===== src/rtl/fpu_pkg.sv =====
// Shared FPU definitions: sequencer states, FP32 constants and the unpacked-operand record.
package fpu_pkg;

  localparam logic [31:0] FP32_QNAN = 32'h7FC00000;
  localparam int          EXP_BIAS  = 127;
  localparam int          EXP_MAX   = 255;
  localparam int          MANT_W    = 27;

  typedef enum logic [2:0] {
    ST_IDLE   = 3'd0,
    ST_UNPACK = 3'd1,
    ST_ALIGN  = 3'd2,
    ST_SUB    = 3'd3,
    ST_NORM   = 3'd4,
    ST_ROUND  = 3'd5,
    ST_DONE   = 3'd6
  } fpu_state_e;

  // mant layout: [26] hidden one, [25:3] fraction, [2] guard, [1] round, [0] sticky
  typedef struct packed {
    logic              sign;
    logic [7:0]        exp;
    logic [MANT_W-1:0] mant;
    logic              is_zero;
    logic              is_inf;
    logic              is_nan;
  } fp_unpacked_t;

endpackage


===== src/rtl/fpu_classify.sv =====
// Combinational FP32 operand classifier; denormals are flushed to zero.
module fpu_classify
  import fpu_pkg::*;
(
  input  logic [31:0]  op_i,
  output fp_unpacked_t unp_o
);

  // Split fields and flag zero / infinity / NaN
  always_comb begin
    unp_o.sign    = op_i[31];
    unp_o.exp     = op_i[30:23];
    unp_o.mant    = {1'b1, op_i[22:0], 3'b000};
    unp_o.is_zero = (op_i[30:23] == 8'h00);
    unp_o.is_inf  = (op_i[30:23] == 8'hFF) && (op_i[22:0] == 23'd0);
    unp_o.is_nan  = (op_i[30:23] == 8'hFF) && (op_i[22:0] != 23'd0);
  end

endmodule


===== src/rtl/sub_fpu_seq.sv =====
// Iterative FP32 subtractor (A - B): one-bit-per-cycle alignment and normalisation.
module sub_fpu_seq
  import fpu_pkg::*;
(
  input  logic        clk,
  input  logic        rst,
  input  logic        start,
  input  logic [31:0] A,
  input  logic [31:0] B,
  output logic        busy,
  output logic        done,
  output logic [31:0] Result,
  output logic        NaN_error
);

  fpu_state_e               state_q, state_d;
  logic [31:0]              opa_q, opa_d;
  logic [31:0]              opb_q, opb_d;
  logic                     sa_q, sa_d;
  logic                     sb_q, sb_d;
  logic signed [9:0]        ea_q, ea_d;
  logic [MANT_W-1:0]        ma_q, ma_d;
  logic [MANT_W-1:0]        mb_q, mb_d;
  logic [4:0]               d_q, d_d;
  logic [31:0]              res_q, res_d;
  logic                     nan_q, nan_d;

  fp_unpacked_t             ca, cb;
  logic [MANT_W:0]          sum_w;
  logic                     sgn_w;
  logic [7:0]               diff_w;

  // Round-to-nearest-even on guard/round/sticky, then pack with overflow/underflow handling
  function automatic logic [31:0] round_pack(input logic s,
                                             input logic signed [9:0] e,
                                             input logic [MANT_W-1:0] m);
    logic [24:0]       r;
    logic signed [9:0] en;
    logic              up;
    up = m[2] & (m[1] | m[0] | m[3]);
    r  = {1'b0, m[26:3]} + {24'd0, up};
    en = e;
    if (r[24]) begin
      r  = r >> 1;
      en = e + 10'sd1;
    end
    if (en >= 10'sd255)
      round_pack = {s, 8'hFF, 23'd0};
    else if ((en <= 10'sd0) || !r[23])
      round_pack = {s, 31'd0};
    else
      round_pack = {s, en[7:0], r[22:0]};
  endfunction

  fpu_classify u_cls_a (.op_i(opa_q), .unp_o(ca));
  fpu_classify u_cls_b (.op_i(opb_q), .unp_o(cb));

  // Next-state and datapath update for each sequencer state
  always_comb begin
    state_d = state_q;
    opa_d   = opa_q;
    opb_d   = opb_q;
    sa_d    = sa_q;
    sb_d    = sb_q;
    ea_d    = ea_q;
    ma_d    = ma_q;
    mb_d    = mb_q;
    d_d     = d_q;
    res_d   = res_q;
    nan_d   = nan_q;
    sum_w   = '0;
    sgn_w   = 1'b0;
    diff_w  = 8'd0;
    case (state_q)
      ST_IDLE: begin
        if (start) begin
          opa_d   = A;
          opb_d   = {~B[31], B[30:0]};
          state_d = ST_UNPACK;
        end
      end
      ST_UNPACK: begin
        state_d = ST_DONE;
        nan_d   = 1'b0;
        if (ca.is_nan || cb.is_nan || (ca.is_inf && cb.is_inf && (ca.sign != cb.sign))) begin
          res_d = FP32_QNAN;
          nan_d = 1'b1;
        end else if (ca.is_inf) begin
          res_d = opa_q;
        end else if (cb.is_inf) begin
          res_d = opb_q;
        end else if (ca.is_zero && cb.is_zero) begin
          res_d = 32'h0000_0000;
        end else if (ca.is_zero) begin
          res_d = opb_q;
        end else if (cb.is_zero) begin
          res_d = opa_q;
        end else begin
          // Larger exponent goes in the A slot; B slot is the one aligned
          if (cb.exp > ca.exp) begin
            sa_d   = cb.sign;
            ea_d   = signed'({2'b00, cb.exp});
            ma_d   = cb.mant;
            sb_d   = ca.sign;
            mb_d   = ca.mant;
            diff_w = cb.exp - ca.exp;
          end else begin
            sa_d   = ca.sign;
            ea_d   = signed'({2'b00, ca.exp});
            ma_d   = ca.mant;
            sb_d   = cb.sign;
            mb_d   = cb.mant;
            diff_w = ca.exp - cb.exp;
          end
          d_d     = (diff_w > 8'd26) ? 5'd26 : diff_w[4:0];
          state_d = (diff_w == 8'd0) ? ST_SUB : ST_ALIGN;
        end
      end
      ST_ALIGN: begin
        mb_d = {1'b0, mb_q[MANT_W-1:2], mb_q[1] | mb_q[0]};
        d_d  = d_q - 5'd1;
        if (d_q == 5'd1) state_d = ST_SUB;
      end
      ST_SUB: begin
        if (sa_q == sb_q) begin
          sum_w = {1'b0, ma_q} + {1'b0, mb_q};
          sgn_w = sa_q;
        end else if (ma_q >= mb_q) begin
          sum_w = {1'b0, ma_q} - {1'b0, mb_q};
          sgn_w = sa_q;
        end else begin
          sum_w = {1'b0, mb_q} - {1'b0, ma_q};
          sgn_w = sb_q;
        end
        sa_d = sgn_w;
        if (sum_w[MANT_W]) begin
          ma_d    = {sum_w[MANT_W:2], sum_w[1] | sum_w[0]};
          ea_d    = ea_q + 10'sd1;
          state_d = ST_ROUND;
        end else if (sum_w[MANT_W-1:0] == '0) begin
          res_d   = 32'h0000_0000;
          nan_d   = 1'b0;
          state_d = ST_DONE;
        end else begin
          ma_d    = sum_w[MANT_W-1:0];
          state_d = (!sum_w[MANT_W-1] && (ea_q > 10'sd1)) ? ST_NORM : ST_ROUND;
        end
      end
      ST_NORM: begin
        // Entered only when a shift is due; leave once the MSB lands or exponent bottoms out
        ma_d = {ma_q[MANT_W-2:0], 1'b0};
        ea_d = ea_q - 10'sd1;
        if (ma_q[MANT_W-2] || (ea_q <= 10'sd2)) state_d = ST_ROUND;
      end
      ST_ROUND: begin
        res_d   = round_pack(sa_q, ea_q, ma_q);
        nan_d   = 1'b0;
        state_d = ST_DONE;
      end
      ST_DONE: begin
        state_d = ST_IDLE;
      end
      default: begin
        state_d = ST_IDLE;
      end
    endcase
  end

  // Control and visible result registers, cleared by reset
  always_ff @(posedge clk) begin
    if (rst) begin
      state_q <= ST_IDLE;
      res_q   <= 32'h0000_0000;
      nan_q   <= 1'b0;
    end else begin
      state_q <= state_d;
      res_q   <= res_d;
      nan_q   <= nan_d;
    end
  end

  // Working datapath registers; only meaningful while busy, so left unreset
  always_ff @(posedge clk) begin
    opa_q <= opa_d;
    opb_q <= opb_d;
    sa_q  <= sa_d;
    sb_q  <= sb_d;
    ea_q  <= ea_d;
    ma_q  <= ma_d;
    mb_q  <= mb_d;
    d_q   <= d_d;
  end

  assign busy      = (state_q != ST_IDLE);
  assign done      = (state_q == ST_DONE);
  assign Result    = res_q;
  assign NaN_error = nan_q;

endmodule


===== config.mk =====
export PLATFORM = sky130hd
export DESIGN_NAME = sub_fpu_seq
export DESIGN_NICKNAME = d
export VERILOG_FILES = /design/src/rtl/fpu_pkg.sv /design/src/rtl/fpu_classify.sv /design/src/rtl/sub_fpu_seq.sv
export SDC_FILE = /design/constraint.sdc
export NUM_CORES = 1
export LEC_CHECK = 0
export ABC_CLOCK_PERIOD_IN_PS = 6950
export CAP_MARGIN = 25
export CORE_MARGIN = 2
export CORE_UTILIZATION = 55
export CTS_CLUSTER_SIZE = 40
export DETAILED_ROUTE_END_ITERATION = 10
export GPL_ROUTABILITY_DRIVEN = 0
export GPL_TIMING_DRIVEN = 0
export PLACE_DENSITY = 0.75
export SLEW_MARGIN = 10
export SYNTH_ARGS = -nofsm -noshare
export SYNTH_HDL_FRONTEND = slang
export SYNTH_SLANG_ARGS = --single-unit

===== constraint.sdc =====
create_clock -name clk -period 6.95 [get_ports clk]
set_input_delay 1.0425 -clock clk [delete_from_list [all_inputs] [get_ports clk]]
set_output_delay 1.0425 -clock clk [all_outputs]
set_load 0.1 [all_outputs]

==> metrics.md, run 1 <==
| Metric | Value |
|---|---|
| Initial antenna violation count | `0` |
| DRT iter0 DRCs | `about 2300` |
| Worst hold path type | `flip-flop to flip-flop` |
| Synth-to-Final Area Change | `14.4%` |
| Post-Syn Area | `14700 um^2` |
| Routed wire length | `roughly 51000 um` |
| Post_cts resized | `0` |
| Final Max Slew Viols | `0` |
| Crit path max-delay cell type | `nor2_1` |
| CTS max path bufs | `2` |
| Final setup fails | `0` |
| Clock period minus worst slack | `between 6 and 7 ns` |
| Die area | `between 20000 and 30000 um^2` |
| WP data arrival | `around 6.7 ns` |
| Number of global-route vias before repair | `approximately 14000` |
| Ports | `between 100 and 150` |
| Maxcap violations | `0` |
| Nets@finish | `between 1500 and 2000` |
| Ant diodes | `0` |
| Hold Crit Endpoint | `Result[24]` |
| Area leader, netlist | `edfxtp_1` |
| Worst-skew pair later-pin latency | `~0.44 ns` |
| FF-to-FF Start | `ma_q[7]` |
| Root Buffer | `clkbuf_16` |
| Share of the synthesized area in the top cell type | `27.6%` |
| Crit Path Class | `flip-flop to flip-flop` |
| Top cells by count, synth | `a21oi_1 (144), nand2_1 (144), edfxtp_1 (135), inv_1 (123), nor2_1 (115)` |
| Grt total ovfl | `0` |
| Post-synthesis sequential area ratio | `approximately a third` |
| Core area | `~26000 um^2` |
| Final core utilization | `between 60% and 70%` |
| WL/cell | `23.6 um` |
| Cell Rows | `59` |
| Mean Syn Cell Area | `roughly 8.7 um^2` |
| Status | `finished clean` |
| Largest net degree at the start of global routing | `35` |
| Reg clk slew, reported paths | `about 0.07 ns` |
| FF-to-FF path depth | `17` |
| Hold depth | `2` |
| Inserted Clock Buffers | `17` |
| Worst Max-Slew Pin Slew | `1.06 ns` |
| Worst setup SP type | `flip-flop` |
| Crit-path max cell delay | `~0.87 ns` |
| Fillers | `around 2200` |
| Synthesis-stage register bit count | `between 150 and 200` |
| Ranking of synthesized cells by area | `edfxtp_1 (28%), ha_1 (8.9%), mux2i_1 (7.2%)` |
| Via density | `approximately 6.9` |
| Critical path capture point type | `flip-flop` |
| Setup Slack @ Placement | `between 0.6 and 0.7 ns` |
| Crit path max-delay family | `simple AND/OR/NAND/NOR gates` |
| Hold Fails Final Rpt | `0` |
| Remaining antenna violation count | `0` |
| DR DRC count | `0` |
| Synth Flop Type | `edfxtp_1` |
| Setup tns final | `0 ns` |
| TritonCTS clock tree | `yes` |
| Crit-path max FO | `18` |
| Synth unique cells | `80` |
| Worst Skew | `between 0.015 and 0.02 ns` |
| H-Tree Depth | `4` |
| DR pass1 iterations | `6` |
| TritonCTS Sinks | `171` |
| FFs w/ async S/R, synth | `0%` |
| Worst Path Buf+Inv | `4` |
| RSZ-0062 raised after global routing | `false` |
| Flop2flop setup slack | `0.41 ns` |
| Hold_sp | `Result[24]` |
| Fraction of layout cells with a size suffix above 1 | `~4.2%` |
| Total GRT Usage | `approximately a third` |
| Syn Nets | `1865` |
| First-pass GRT wire length | `slightly below 80000 um` |
| Cells after Synth | `approximately 1700` |
| Initial core utilization | `roughly 56%` |
| Number of synthesized flops with an enable pin | `around 140` |
| Peak Freq | `approximately 150 MHz` |
| Rel. slew slack | `slightly below 30%` |
| Chip height | `between 150 and 200 um` |
| Die width | `167 um` |
| Postcts setup bufs | `0` |
| Reg-to-Reg End | `ma_q[15]` |
| CP Cell Sequence | `inv_1, ha_1, clkbuf_1, a21oi_1, o211ai_1, and3_1, o21a_1, clkbuf_1, nor2_1, mux2i_1, a32oi_1, or4b_4, nor4_4, nand4_1, or2_1, o22a_1, buf_8` |
| Quantity of I/O buffers inserted on ports | `approximately 100` |
| Required time worst endpoint | `approximately 7.1 ns` |
| Cts hold-fix bufs | `0` |
| YS warnings | `0` |
| Detailed Place HPWL | `about 40000 um` |
| Final worst-path cycle share | `94.1%` |
| Vias post-DR | `14826` |
| Crit path top cell by count | `clkbuf_1` |
| Setup ws final | `around 0.41 ns` |
sequential cells by signal, summed over array words and instances, names as in the netlist:
register and cells:
sb_q 1, opb_q 32, ma_q 27, Result 32, NaN_error 1, mb_q 27
opa_q 32, d_q 5, ea_q 10, state_q 3, sa_q 1
routing by layer:
metal | global-route usage (%) | up-vias | wire, um
met5 | 0 | - | 0
met4 | 14.6 | 0 | 2360
met3 | 7.56 | 188 | 6220
met2 | 53.5 | 1179 | 21400
met1 | 48.9 | 6888 | 20900
li1 | - | 6571 | -
worst register-to-register path: cells and delay by family (launching register included):
kind / cells / cell delay [ns]
AND/OR/NAND/NOR: 6 / 2.67
AO/OA/AOI/OAI: 5 / 1.48
buffers and inverters: 4 / 0.86
flip-flops: 1 / 0.52
multiplexers: 1 / 0.42
adder cells (fa/ha/maj): 1 / 0.33
kinds of logic after synthesis:
kind of cell,after synthesis,synth area share [%]
AOI/OAI and AO/OA,543,25.2
xor gates and xnor gates,70,4.18
adders and majority gates,109,9.55
buffers and inverters,225,5.89
DFF,171,32.6
muxes,109,7.46
and+or+nand+nor,462,15.2
area by class of cell:
class | count | area (um^2) | area share [%]
inverters | 125 | 469 | 2.80
clock inverters | 15 | 170 | 1.01
multi-input cells | 1293 | 9040 | 53.9
well taps | 335 | 419 | 2.50
clock buffers | 17 | 425 | 2.54
flip-flops and latches | 171 | 4770 | 28.5
plain buffers | 100 | 394 | 2.35
repair buffers | 106 | 1080 | 6.46
how the worst max path moves through the flow:
stage	endpoint	cells past startpoint	startpoint	slack, ns
after floorplan	ma_q[0]	17	ma_q[0]	2.06
after global placement	ma_q[26]	17	ma_q[0]	0.39
after detailed placement	ma_q[26]	18	ma_q[0]	0.67
after CTS	ma_q[15]	18	ma_q[0]	0.62
after global routing	ma_q[16]	18	ma_q[0]	0.29
final	ma_q[15]	17	ma_q[7]	0.41
metrics by stage:
stage	cell area, um^2	std cells	hold WS, ns
2_1_floorplan	14700	1689	0.576
5_1_grt	16800	2162	0.491
3_3_place_gp	16100	2125	0.453
6_report	16800	2162	0.470
3_5_place_dp	16200	2129	0.444
4_1_cts	16800	2161	0.465
placed cells by master, fill, tap and decap left out, types with 22 or more instances in the layout:
master           instances
ha_1                   104
mux2i_1                106
clkdlybuf4s50_1        101
nand3_1                 31
o21ai_0                103
nor4_1                  25
inv_1                  123
nand4_1                 26
a21oi_1                144
dfxtp_1                 36
nand2_1                143
xnor2_1                 58
clkbuf_1                83
nor3_1                  34
o211ai_1                44
o221ai_1                37
nor2_1                 114
edfxtp_1               135
a21o_1                  22
Power of run 1 is left out: the tool's default activity adds up to more than one toggle a clock period on the data nets, which glitch-free logic cannot reach.
==> run 2, diff against run 1 <==
ABC_CLOCK_PERIOD_IN_PS = 6150   (was 6950)
clock period = 6.15 ns   (was 6.95 ns; I/O delays follow)
==> run 2 against run 1 <==
Effect of this change:
- non-clock buffer count rose by 1
- via count is essentially flat
- die area unchanged
- global-route usage did not move
- sequential share of layout area shrank 0.061 points
- utilization up 0.14 points
- routed wire length increased by 0.23%
- clock-buffer cell count did not move
==> metrics.md, run 2 (synthesis gave the netlist of run 1 again) <==
| Metric | Value |
|---|---|
| Worst Skew | `0.0166 ns` |
| Crit. Startpoint | `ma_q[5]` |
| H-Tree Depth | `4` |
| Hold Fails Final Rpt | `0` |
| Worst hold path type | `flip-flop to flip-flop` |
| DR DRC count | `0` |
| RSZ-0062 raised after global routing | `false` |
| DR pass1 iterations | `8` |
| Synth-to-Final Area Change | `14.6%` |
| Setup ws final | `approximately 0.17 ns` |
| Crit Path Class | `flip-flop to flip-flop` |
| Inserted Clock Buffers | `17` |
| Fraction of layout cells with a size suffix above 1 | `under 10%` |
| Multi-input gate area | `about 9000 um^2` |
| Worst hold margin | `~0.47 ns` |
| Final Max Slew Viols | `0` |
| Commonest non-fill, non-tap cell in the layout | `a21oi_1` |
| Crit-path max FO | `18` |
| Required time worst endpoint | `6.34 ns` |
| Status | `finished clean` |
| Peak Freq | `about 170 MHz` |
| Worst setup SP type | `flip-flop` |
| Initial antenna violation count | `0` |
| Maxcap violations | `0` |
| WP data arrival | `6.17 ns` |
| Die area | `28000 um^2` |
| Nets@finish | `between 1500 and 2000` |
| Worst Max-Slew Pin Slew | `a little over 1 ns` |
| Critical path capture point type | `flip-flop` |
| Root Buffer | `clkbuf_16` |
| Final setup fails | `0` |
| Flop2flop setup slack | `~0.17 ns` |
| Dpl cell area | `around 16000 um^2` |
| Detailed Place HPWL | `approximately 40000 um` |
| Core area | `about 26000 um^2` |
| Number of global-route vias before repair | `13843` |
| WL/cell | `approximately 24 um` |
| Final worst-path cycle share | `97.2%` |
| Ports | `approximately 100` |
| FF-to-FF Start | `ma_q[5]` |
| Vias post-DR | `roughly 15000` |
| First-pass GRT wire length | `77400 um` |
| CTS max path bufs | `2` |
| Initial core utilization | `56.1%` |
| Remaining antenna violation count | `0` |
| Routed wire length | `51100 um` |
| Largest net degree at the start of global routing | `35` |
| TritonCTS Sinks | `171` |
| Fillers | `roughly 2200` |
| Reg area | `4770 um^2` |
| DRT iter0 DRCs | `2335` |
| Die width | `~170 um` |
| Setup Slack @ Placement | `-0.128 ns` |
| Quantity of I/O buffers inserted on ports | `slightly above 100` |
| Final core utilization | `64.3%` |
| Ant diodes | `0` |
| Grt total ovfl | `0` |
| Via density | `6.86` |
| Reg clk slew, reported paths | `approximately 0.07 ns` |
| Critical Path End | `ma_q[16]` |
| TritonCTS clock tree | `yes` |
| Worst-skew pair later-pin latency | `~0.44 ns` |
| Rel. slew slack | `between 30% and 40%` |
| Cell Rows | `between 50 and 60` |
| Clock period minus worst slack | `5.98 ns` |
| Chip height | `about 170 um` |
| FF-to-FF path depth | `18` |
| Total GRT Usage | `between 30% and 40%` |
| Finished layout cell area | `16800 um^2` |
| Most frequent cells in the layout | `a21oi_1 (144), nand2_1 (143), edfxtp_1 (135)` |
| Reg-to-Reg End | `ma_q[16]` |
run 2: routing by layer:
| metal | global-route usage (%) | share of wire (%) | vias to the layer above |
|---|---|---|---|
| met3 | 7.56 | 12 | 177 |
| met2 | 53.5 | 42 | 1177 |
| met1 | 48.9 | 41 | 6888 |
| met5 | 0 | 0 | - |
| met4 | 14.6 | 4.6 | 0 |
| li1 | - | - | 6588 |
run 2: how the worst min path moves through the flow:
stage / startpoint / depth (start not counted) / end
2_1_floorplan: mb_q[11] / 2 / mb_q[10]
3_3_place_gp: Result[23] / 2 / Result[23]
3_5_place_dp: Result[23] / 2 / Result[23]
4_1_cts: Result[23] / 2 / Result[23]
5_1_grt: Result[24] / 2 / Result[24]
6_report: Result[24] / 2 / Result[24]
run 2: through the flow:
stage / instances / TNS (ns)
final: 2163 / 0
after global routing: 2163 / 0
after CTS: 2161 / 0
after detailed placement: 2129 / -2.29
after global placement: 2125 / -10.96
after floorplan: 1689 / 0
run 2: what timing repair did:
action,4_1_cts,5_1_grt
pin swaps,0,1
setup endpoints to repair,18,30
buffers inserted,0,2
hold buffers,0,0
resized for setup,1,8
run 2: final cells by class:
cell class | count | share of cell area (%)
multi-input combinational | 1293 | 53.9
sequential | 171 | 28.4
timing repair buffer | 108 | 6.53
inverter | 125 | 2.79
clock buffer | 17 | 2.53
tap | 335 | 2.49
buffer | 99 | 2.34
clock inverter | 15 | 1.01
run 2: worst max-delay path, cell delays in order, from the launching register on:
cell      delay [ns]
edfxtp_1        0.54
inv_1           0.09
ha_1            0.36
clkbuf_1        0.39
a21oi_1         0.20
o211ai_1        0.19
and3_1          0.26
o21a_1          0.14
clkbuf_1        0.39
clkbuf_2        0.39
nor3_1          0.13
or3_1           0.31
o211ai_1        0.49
nand3_1         0.21
nor4_4          0.40
nand4_1         0.28
or2_1           0.31
o22a_1          0.39
buf_8           0.26
Power of run 2 is left out for the same reason.
==> patch, RTL diff (config.mk and constraints of run 1) <==
Re-encode `fpu_state_e` (7 states) as Gray code, 3 bits wide.
--- a/src/rtl/fpu_pkg.sv
+++ b/src/rtl/fpu_pkg.sv
@@ -7,13 +7,13 @@
   localparam int          MANT_W    = 27;
 
   typedef enum logic [2:0] {
-    ST_IDLE   = 3'd0,
-    ST_UNPACK = 3'd1,
-    ST_ALIGN  = 3'd2,
-    ST_SUB    = 3'd3,
-    ST_NORM   = 3'd4,
-    ST_ROUND  = 3'd5,
-    ST_DONE   = 3'd6
+    ST_IDLE   = 3'b000,
+    ST_UNPACK = 3'b001,
+    ST_ALIGN  = 3'b011,
+    ST_SUB    = 3'b010,
+    ST_NORM   = 3'b110,
+    ST_ROUND  = 3'b111,
+    ST_DONE   = 3'b101
   } fpu_state_e;
 
   // mant layout: [26] hidden one, [25:3] fraction, [2] guard, [1] round, [0] sticky
Check against the original RTL: no difference found for any inputs over 4 cycles, from zero or initial values and one cycle with rst high; so few cycles prove little.
==> patch against run 1 <==
Sequential cell count is the same. Synthesized area grew 3.6%. Non-clock buffer count grew 2. Final area grew 3.1%. Die area grew 3.5%. Worst setup slack gained 330 ps. Wire length grew 7.8%. Critical endpoint is now ma_q[5]$_DFFE_PP_. Largest cell class unchanged. Highest routed layer unchanged.
Power is not shown: default switching activity piles up to over one toggle a cycle in this logic, so the estimate is an artifact.
==> patch: results (changes against run 1) <==
[synthesis]
synth-edff-count = 135  ; unchanged
ys_types = 90  ; +13%
synthArstFlopShare_pct = 0  ; unchanged
yosysSeqAreaShare_pct = 31.43  ; -1.1 points
synth_common_cells = a21oi_1, nor2_1, inv_1
synth_area_leaders = edfxtp_1, ha_1, a21oi_1
yosys_warnings = 0  ; unchanged
synthCells = 1773  ; +5.0%
synth_fp_nets = 1949  ; +4.5%

[routing]
dr.pass1.iters = 8  ; +2
wl_met2_mm = 23.93  ; +12%
vias = 15660  ; +5.6%
wl_per_cell_um = 24.39  ; +3.5%
dr.max_layer_used = met4
via_per_inst = 6.955  ; +1.4%
drtIter0Drc = 2548  ; +10%
route.layer.met1.wl_mm = 20.40  ; -2.5%
met3_length_mm = 6.878  ; +11%

[cells_and_area]
diodes = 0  ; unchanged
layout-drive-gt1-share_pct = 5.707  ; +1.5 points
nFillCells = 2340  ; +5.0%
nNetsFinal = 2073  ; +4.2%

[hold_path]
hp-class = reg -> reg
worstHoldStart = Result[20]$_SDFFE_PP0P_

[critical_path]
r2r_slack_ps = 740  ; +330 ps
crit_fanout = 27  ; +9
critPathLaunch = ma_q[0]$_DFFE_PP_

[global_routing]
grt_use_total_pct = 37.50  ; +2.3 points
grt_start_max_net_pins = 65  ; +86%
grt_pass1_vias = 14680  ; +6.1%
grt_pass1_wl_mm = 82.70  ; +6.8%
antenna_found_initial = 0  ; unchanged

[cts]
cts-root-buf = clkbuf_16
clk_latency_ps = 440  ; about the same
cts_resized = 0  ; unchanged
postCtsSetupBuffers = 0  ; unchanged
cts_buffers = 17  ; unchanged
cts.clk_slew.worst_paths_ps = 70  ; about the same
ctsLongestPathBuffers = 2  ; unchanged
htreeDepth = 4  ; unchanged

[outcome]
outcome = completed

[place]
dpl.hpwl_mm = 42.79  ; +6.7%
place_area_sq_um = 16700  ; +3.3%
place_inst = 2218  ; +4.2%
place.port_buffers = 101  ; unchanged

[sta]
relSlewSlack_pct = 18.77  ; -10 points
skew_ps = 10.65  ; -5.697 ps
finalHoldWorstSlack_ps = 473.9  ; +3.785 ps

-- patch: cell count changes in the layout (fill, tap and decap cells not counted), moves of 18 or more --
cell,before,now
a311oi_1,2,27
inv_1,123,141
nor2_1,114,161
nand2_1,143,91
a21oi_1,144,214
o221ai_1,37,11
a211oi_1,18,40
o211ai_1,44,20
o21ai_0,103,62
o221a_1,18,0
clkbuf_1,83,58
-- patch: cell families after synthesis --
family	share of synthesized area, %
AO/OA/AOI/OAI	24.66
AND/OR/NAND/NOR	16.45
buffers and inverters	6.596
flip-flops	31.43
multiplexers	7.255
adder cells (fa/ha/maj)	9.223
XOR/XNOR	4.381
-- patch: metal layers --
layer	up-vias	track usage, %
met2	1316	58.24
met1	7194	47.67
met3	298	8.930
met5	-	0
met4	0	22.07
li1	6847	-
-- patch: path summary, 6_finish.rpt --
kind | end | cells after the start
max | ma_q[5]$_DFFE_PP_ | 18
min | Result[20]$_SDFFE_PP0P_ | 2
max reg2reg | ma_q[5]$_DFFE_PP_ | 18
min reg2reg | Result[20]$_SDFFE_PP0P_ | 2
-- patch: area by class of cell --
class | count | share of cell area (%)
Multi-Input combinational cell | 1358 | 54.61
Timing Repair Buffer | 105 | 6.121
Clock buffer | 18 | 2.482
Buffer | 103 | 2.735
Inverter | 141 | 3.061
Sequential cell | 171 | 27.61
Tap cell | 341 | 2.467
Clock inverter | 14 | 0.9117
-- patch: critical path, cell delays in order, from the launching register on --
cell,delay (ps)
edfxtp_1,490
inv_1,100
ha_1,180
inv_1,80
fa_1,410
a211oi_1,290
o211ai_1,200
a21o_1,320
and2_1,190
buf_4,170
nor2_1,250
buf_2,400
nor3_1,110
nor4b_1,1020
nor3_1,180
and4_1,290
and4_1,240
clkbuf_1,220
nor2_4,680
-- patch: stage by stage --
stage,setup WS [ps],utilization [%]
floorplan,1924,-
global placement,113.5,61.54
detailed placement,1116,61.79
CTS,1066,63.96
global route,670.2,63.99
finish,737.1,63.99
